--- config.mk ---
export PLATFORM = sky130hd
export DESIGN_NAME = hv_bist_ctrl
export DESIGN_NICKNAME = d
export VERILOG_FILES = /design/src/rtl/hv_bist_ctrl.sv
export SDC_FILE = /design/constraint.sdc
export NUM_CORES = 1
export LEC_CHECK = 0
export CORE_MARGIN = 5
export CORE_UTILIZATION = 60
export CTS_BUF_LIST = sky130_fd_sc_hd__clkbuf_4 sky130_fd_sc_hd__clkbuf_8
export DETAILED_ROUTE_END_ITERATION = 10
export PLACE_DENSITY_LB_ADDON = 0.15
export SLEW_MARGIN = 0
export SYNTH_ARGS = -nofsm -noshare
export SYNTH_HDL_FRONTEND = slang
export SYNTH_SLANG_ARGS = --single-unit
export TNS_END_PERCENT = 10
--- constraint.sdc ---
create_clock -name i_clk -period 3.6 [get_ports i_clk]
set_input_delay 0.72 -clock i_clk [delete_from_list [all_inputs] [get_ports i_clk]]
set_output_delay 0.72 -clock i_clk [all_outputs]
set_load 0.05 [all_outputs]
--- src/rtl/hv_bist_ctrl.sv ---
// rtl/hv_bist_ctrl.sv - power-on self-test sequencer: analog BIST then logic BIST with per-phase timeouts
//
// Purpose: on i_bist_req, enables the analog BIST sequencer, captures its per-item fail
// flags when it finishes, fires a logic BIST start pulse, captures the logic BIST result,
// and reports a single-cycle completion with sticky results. Each phase has a watchdog.
//
// Ports:
//   i_clk, i_rst_n          clock, asynchronous active-low reset
//   i_bist_req              level request, accepted only in IDLE
//   i_bist_abort            level abort, effective in ABIST/LBIST
//   o_bist_en               enable to the analog BIST sequencer
//   i_lbist_en              analog sequencer finished all items
//   i_abist_status[5:0]     analog per-item fail flags {adc,sc,oc,opscod,ot,ov}
//   o_lbist_start           one-cycle logic BIST start pulse
//   i_lbist_done/_pass      logic BIST completion and result
//   o_bist_busy             sequence in progress
//   o_bist_done             one-cycle completion pulse
//   o_bist_fail             overall fail
//   o_bist_fail_vec[6:0]    {lbist, analog[5:0]} captured fail flags
//   o_bist_timeout          a phase watchdog expired

`timescale 1ns/1ps

module hv_bist_ctrl #(
  parameter int CLK_M        = 48,
  parameter int ABIST_TMO_US = 100,
  parameter int LBIST_TMO_US = 500
) (
  input  logic       i_clk,
  input  logic       i_rst_n,
  input  logic       i_bist_req,
  input  logic       i_bist_abort,
  output logic       o_bist_en,
  input  logic       i_lbist_en,
  input  logic [5:0] i_abist_status,
  output logic       o_lbist_start,
  input  logic       i_lbist_done,
  input  logic       i_lbist_pass,
  output logic       o_bist_busy,
  output logic       o_bist_done,
  output logic       o_bist_fail,
  output logic [6:0] o_bist_fail_vec,
  output logic       o_bist_timeout
);

  localparam int ABIST_TMO_CYC = ABIST_TMO_US * CLK_M;
  localparam int LBIST_TMO_CYC = LBIST_TMO_US * CLK_M;
  localparam int MAX_TMO_CYC   = (ABIST_TMO_CYC > LBIST_TMO_CYC) ? ABIST_TMO_CYC : LBIST_TMO_CYC;
  localparam int CNT_W         = $clog2(MAX_TMO_CYC + 1);

  localparam logic [CNT_W-1:0] ABIST_LAST = CNT_W'(ABIST_TMO_CYC - 1);
  localparam logic [CNT_W-1:0] LBIST_LAST = CNT_W'(LBIST_TMO_CYC - 1);

  localparam logic [1:0] S_IDLE  = 2'd0;
  localparam logic [1:0] S_ABIST = 2'd1;
  localparam logic [1:0] S_LBIST = 2'd2;
  localparam logic [1:0] S_DONE  = 2'd3;

  logic [1:0]       state_q, state_d;
  logic [CNT_W-1:0] cnt_q, cnt_d;
  logic             en_q, en_d;
  logic             start_q, start_d;
  logic             busy_q, busy_d;
  logic             done_q, done_d;
  logic             fail_q, fail_d;
  logic [6:0]       vec_q, vec_d;
  logic             tmo_q, tmo_d;

  always_comb begin
    state_d = state_q;
    cnt_d   = cnt_q;
    en_d    = en_q;
    start_d = 1'b0;
    busy_d  = busy_q;
    done_d  = 1'b0;
    vec_d   = vec_q;
    tmo_d   = tmo_q;

    case (state_q)
      S_IDLE: begin
        en_d   = 1'b0;
        busy_d = 1'b0;
        if (i_bist_req && !i_bist_abort) begin
          state_d = S_ABIST;
          cnt_d   = '0;
          en_d    = 1'b1;
          busy_d  = 1'b1;
          vec_d   = '0;
          tmo_d   = 1'b0;
        end
      end

      S_ABIST: begin
        if (i_bist_abort) begin
          state_d = S_IDLE;
          cnt_d   = '0;
          en_d    = 1'b0;
          busy_d  = 1'b0;
          vec_d   = '0;
          tmo_d   = 1'b0;
        end else if (i_lbist_en) begin
          // Completion beats a coincident watchdog expiry.
          vec_d[5:0] = i_abist_status;
          cnt_d      = '0;
          state_d    = S_LBIST;
          start_d    = 1'b1;
        end else if (cnt_q == ABIST_LAST) begin
          tmo_d   = 1'b1;
          state_d = S_DONE;
          en_d    = 1'b0;
          busy_d  = 1'b0;
          done_d  = 1'b1;
        end else begin
          cnt_d = cnt_q + 1'b1;
        end
      end

      S_LBIST: begin
        if (i_bist_abort) begin
          state_d = S_IDLE;
          cnt_d   = '0;
          en_d    = 1'b0;
          busy_d  = 1'b0;
          vec_d   = '0;
          tmo_d   = 1'b0;
        end else if (i_lbist_done) begin
          vec_d[6] = ~i_lbist_pass;
          state_d  = S_DONE;
          en_d     = 1'b0;
          busy_d   = 1'b0;
          done_d   = 1'b1;
        end else if (cnt_q == LBIST_LAST) begin
          // A logic BIST that never reports is treated as a logic BIST failure.
          vec_d[6] = 1'b1;
          tmo_d    = 1'b1;
          state_d  = S_DONE;
          en_d     = 1'b0;
          busy_d   = 1'b0;
          done_d   = 1'b1;
        end else begin
          cnt_d = cnt_q + 1'b1;
        end
      end

      default: begin
        // DONE lasts one cycle; abort and req are both ignored here.
        state_d = S_IDLE;
        en_d    = 1'b0;
        busy_d  = 1'b0;
      end
    endcase

    // Built from next-state values so the flag lines up with the done pulse.
    fail_d = (|vec_d) | tmo_d;
  end

  always_ff @(posedge i_clk or negedge i_rst_n) begin
    if (!i_rst_n) begin
      state_q <= S_IDLE;
      cnt_q   <= '0;
      en_q    <= 1'b0;
      start_q <= 1'b0;
      busy_q  <= 1'b0;
      done_q  <= 1'b0;
      fail_q  <= 1'b0;
      vec_q   <= '0;
      tmo_q   <= 1'b0;
    end else begin
      state_q <= state_d;
      cnt_q   <= cnt_d;
      en_q    <= en_d;
      start_q <= start_d;
      busy_q  <= busy_d;
      done_q  <= done_d;
      fail_q  <= fail_d;
      vec_q   <= vec_d;
      tmo_q   <= tmo_d;
    end
  end

  assign o_bist_en       = en_q;
  assign o_lbist_start   = start_q;
  assign o_bist_busy     = busy_q;
  assign o_bist_done     = done_q;
  assign o_bist_fail     = fail_q;
  assign o_bist_fail_vec = vec_q;
  assign o_bist_timeout  = tmo_q;

endmodule

==> metrics.csv <==
metric,value,unit
detailedRoute.firstIterationViolations,98,
cp_cell_sequence,clkdlybuf4s50_1 -> nor2b_1 -> nand2b_1 -> o21ai_4 -> or3_1 -> o21ai_1,
clock_tree_from_tritoncts,built,
detailed_placer_s_ending_hpwl,2960,um
synth_top_family_by_area,compound AO/OA/AOI/OAI gates,
finish.net_count,219,
vias_per_cell,6.81,
die_x,64.8,um
synth_flop_cell,sky130_fd_sc_hd__dfrtp_1,
required_arrival_time_at_the_worst_endpoint,3800,ps
maxSlewHeadroom,0.487,
grt-ovfl-total,0,
netlist.top_cell.by_area,sky130_fd_sc_hd__dfrtp_1,
ctsLongestPathBuffers,2,
power_density,593,mW/mm^2
critPathKind,in2reg,
synthAdderAreaFrac,0.0348,
maxSlewViolCount,0,
tightest_slew,770,ps
number_of_core_rows,19,
detailroute.via_count,1586,
fmax,352,MHz
synth_compound_gate_area_share,0.285,
gp_congestion,0.934,
synthCells,176,
min-delay-start,cnt_q[0],
numCtsBuffers,5,
crit_path_max_fanout,17,
floorplan.die.height,64.8,um
wire_length_of_the_first_global_routing_pass,7510,um
grt_max_degree,30,
ctsHtreeMaxLevel,2,
grt_setup_unrepaired,false,
max-cap-violations,0,
status,"finished, final reports clean",
final_cells,233,
cts-hold-fix-buffers,0,
drive_gt1_frac,0.139,
cts.sink_count,29,
clk_root_buffer_cell,sky130_fd_sc_hd__clkbuf_4,
post_synth.cell_area_avg,10.2,sq um
synthArstFlopShare,1.00,
number_of_port_buffers,25,
clk-insertion-delay-late,350,ps
reported_leakage_power,0.957,nW
min_period_over_period,0.788,
design.core.area,0.00281,sq mm
totalWireLength,4320,um
critPathArrivalTime,3030,ps
setup-tns-final,0,ps
peakVddDrop,0.000405,V
yosys.area_share.xor_xnor,0,
clkTransAtPathRegs,100,ps
final-hold-violation-count,0,
initial_antenna_violation_count,0,
area_growth_syn_to_layout,19.8,%
synth.yosys.seq_area_share,0.403,
detailedRoute.firstPassIterationCount,4,
setup_viol_count_final,0,
skew,10.1,ps
cp_slowest_stage_delay,700,ps
register_bit_count_reported_by_yosys,29,
hold-path-cell-count,1,
synth-simple-area-share,0.220,
hold_path.class,reg2reg,
synth_top_cells_by_area,"sky130_fd_sc_hd__dfrtp_1 40%, sky130_fd_sc_hd__o31ai_1 5.8%, sky130_fd_sc_hd__o31ai_4 3.5%",
most_common_cell_in_the_synthesized_netlist,sky130_fd_sc_hd__dfrtp_1,
post_cts_resize_count,0,
pin_count,26,
ff2ff_setup_slack,920,ps
initial_core_utilization,0.641,
synth_unique_cells,55,
cts_setup_buffers,0,
r2r-end,cnt_q[8],
dieArea,0.00419,sq mm
synth_warnings,0,
r2r_start,state_q[1],
worst_hold_path.endpoint,cnt_q[0],
post-place-cells,225,
number_of_enable_flip_flop_cells_after_synthesis,0,
wl_per_cell,18.5,um
final_antenna_net_count,0,
synth_top_cells_by_count,"29 x sky130_fd_sc_hd__dfrtp_1, 14 x sky130_fd_sc_hd__o31ai_1, 12 x sky130_fd_sc_hd__nand2_1, 12 x sky130_fd_sc_hd__nor2_1, 8 x sky130_fd_sc_hd__inv_1",
finalWorstPathRequiredPeriod,2840,ps
r2r_cells,7,
insertedDiodeCount,0,
gr_util_all_layers,0.234,
netlist_area,0.00180,sq mm
synth.net_count,194,
synthDominantCellAreaShare,0.403,
residual_drc,0,
post_synth_mux_area_share,0.0118,
startpoint_type,input port,
first_global_vias,1590,
setup.worst_path.end_class,flip-flop,
crit_slowest_cell,sky130_fd_sc_hd__or3_1,
-- worst max-delay path: cells and delay by family --
family / cells / cell delay (ps)
and+or+nand+nor: 3 / 1160
AOI/OAI and AO/OA: 2 / 630
buffers and inverters: 1 / 510
-- sequential cells by signal, indices dropped and copies added, names as in the netlist --
| register | count |
|---|---|
| cnt_q | 15 |
| o_bist_fail_vec | 7 |
| state_q | 2 |
| o_bist_busy | 1 |
| o_bist_done | 1 |
| o_bist_fail | 1 |
| o_bist_timeout | 1 |
| o_lbist_start | 1 |
-- stage by stage --
step,worst slack (ps),util,power [mW],hold slack [ps],area (sq um)
after floorplan,1500,-,0.785,424,1800
after global placement,609,0.732,0.910,489,2050
after detailed placement,485,0.732,0.929,498,2050
after CTS,842,0.769,1.28,515,2160
after global routing,637,0.769,1.35,549,2160
final,763,0.769,1.28,514,2160
-- report_power, final --
group,switching (mW),total [mW],internal [mW]
Combinational,0.351,0.534,0.183
Sequential,0.0322,0.400,0.368
Clock,0.129,0.344,0.215
-- worst max-delay path by stage --
| stage | from | end | slack, ps | cells after the start |
|---|---|---|---|---|
| final | i_bist_abort | cnt_q[8] | 760 | 6 |
| after CTS | i_bist_abort | cnt_q[8] | 840 | 6 |
| after detailed placement | i_bist_abort | cnt_q[8] | 490 | 6 |
| after floorplan | i_bist_abort | cnt_q[10] | 1500 | 7 |
| after global routing | i_bist_abort | cnt_q[8] | 640 | 6 |
| after global placement | i_bist_abort | cnt_q[2] | 610 | 6 |
-- cell families (layout without fill, tap and decap cells) --
kind of cell | count (synthesis) | in the layout
muxes | 2 | 2
and+or+nand+nor | 64 | 64
AOI/OAI and AO/OA | 59 | 59
adders and majority gates | 5 | 5
buffers and inverters | 17 | 43
DFF | 29 | 29
-- cell type report --
type                            instances  area, sq um
Clock buffer                            5         37.5
Clock inverter                          3         65.1
Fill cell                             191          649
Inverter                                8         30.0
Multi-Input combinational cell        130          993
Sequential cell                        29          726
Tap cell                               31         38.8
Timing Repair Buffer                   27          265
-- metal layers --
metal,part of all wire,track usage
met2,0.51,0.397
met1,0.41,0.277
met3,0.074,0.0691
met5,0,0
met4,0.016,0.0923
-- placed cells by master (no fill, tap or decap), types with 2 or more instances in the layout --
cell type                         Yosys  routed
sky130_fd_sc_hd__o21a_1               2       2
sky130_fd_sc_hd__dfrtp_1             29      29
sky130_fd_sc_hd__o21ai_0              5       5
sky130_fd_sc_hd__a41oi_1              2       2
sky130_fd_sc_hd__nand4_1              3       3
sky130_fd_sc_hd__and3_1               4       4
sky130_fd_sc_hd__nand2_1             12      12
sky130_fd_sc_hd__nand2b_1             2       2
sky130_fd_sc_hd__inv_1                8       8
sky130_fd_sc_hd__bufinv_16            0       2
sky130_fd_sc_hd__o31ai_4              3       3
sky130_fd_sc_hd__clkbuf_4             0       5
sky130_fd_sc_hd__o21ai_1              4       4
sky130_fd_sc_hd__a31oi_1              2       2
sky130_fd_sc_hd__a21oi_1              4       4
sky130_fd_sc_hd__nor4_1               2       2
sky130_fd_sc_hd__or3_1                3       3
sky130_fd_sc_hd__o31ai_1             14      14
sky130_fd_sc_hd__o31ai_2              3       3
sky130_fd_sc_hd__buf_4                1       2
sky130_fd_sc_hd__ha_1                 5       5
sky130_fd_sc_hd__o41ai_1              2       2
sky130_fd_sc_hd__clkdlybuf4s50_1      0      25
sky130_fd_sc_hd__nand3_1              5       5
sky130_fd_sc_hd__nor3_1               2       2
sky130_fd_sc_hd__nor2b_1              6       6
sky130_fd_sc_hd__nor2_1              12      12
sky130_fd_sc_hd__a22o_1               7       7
Power figures use the tool's default switching activity.
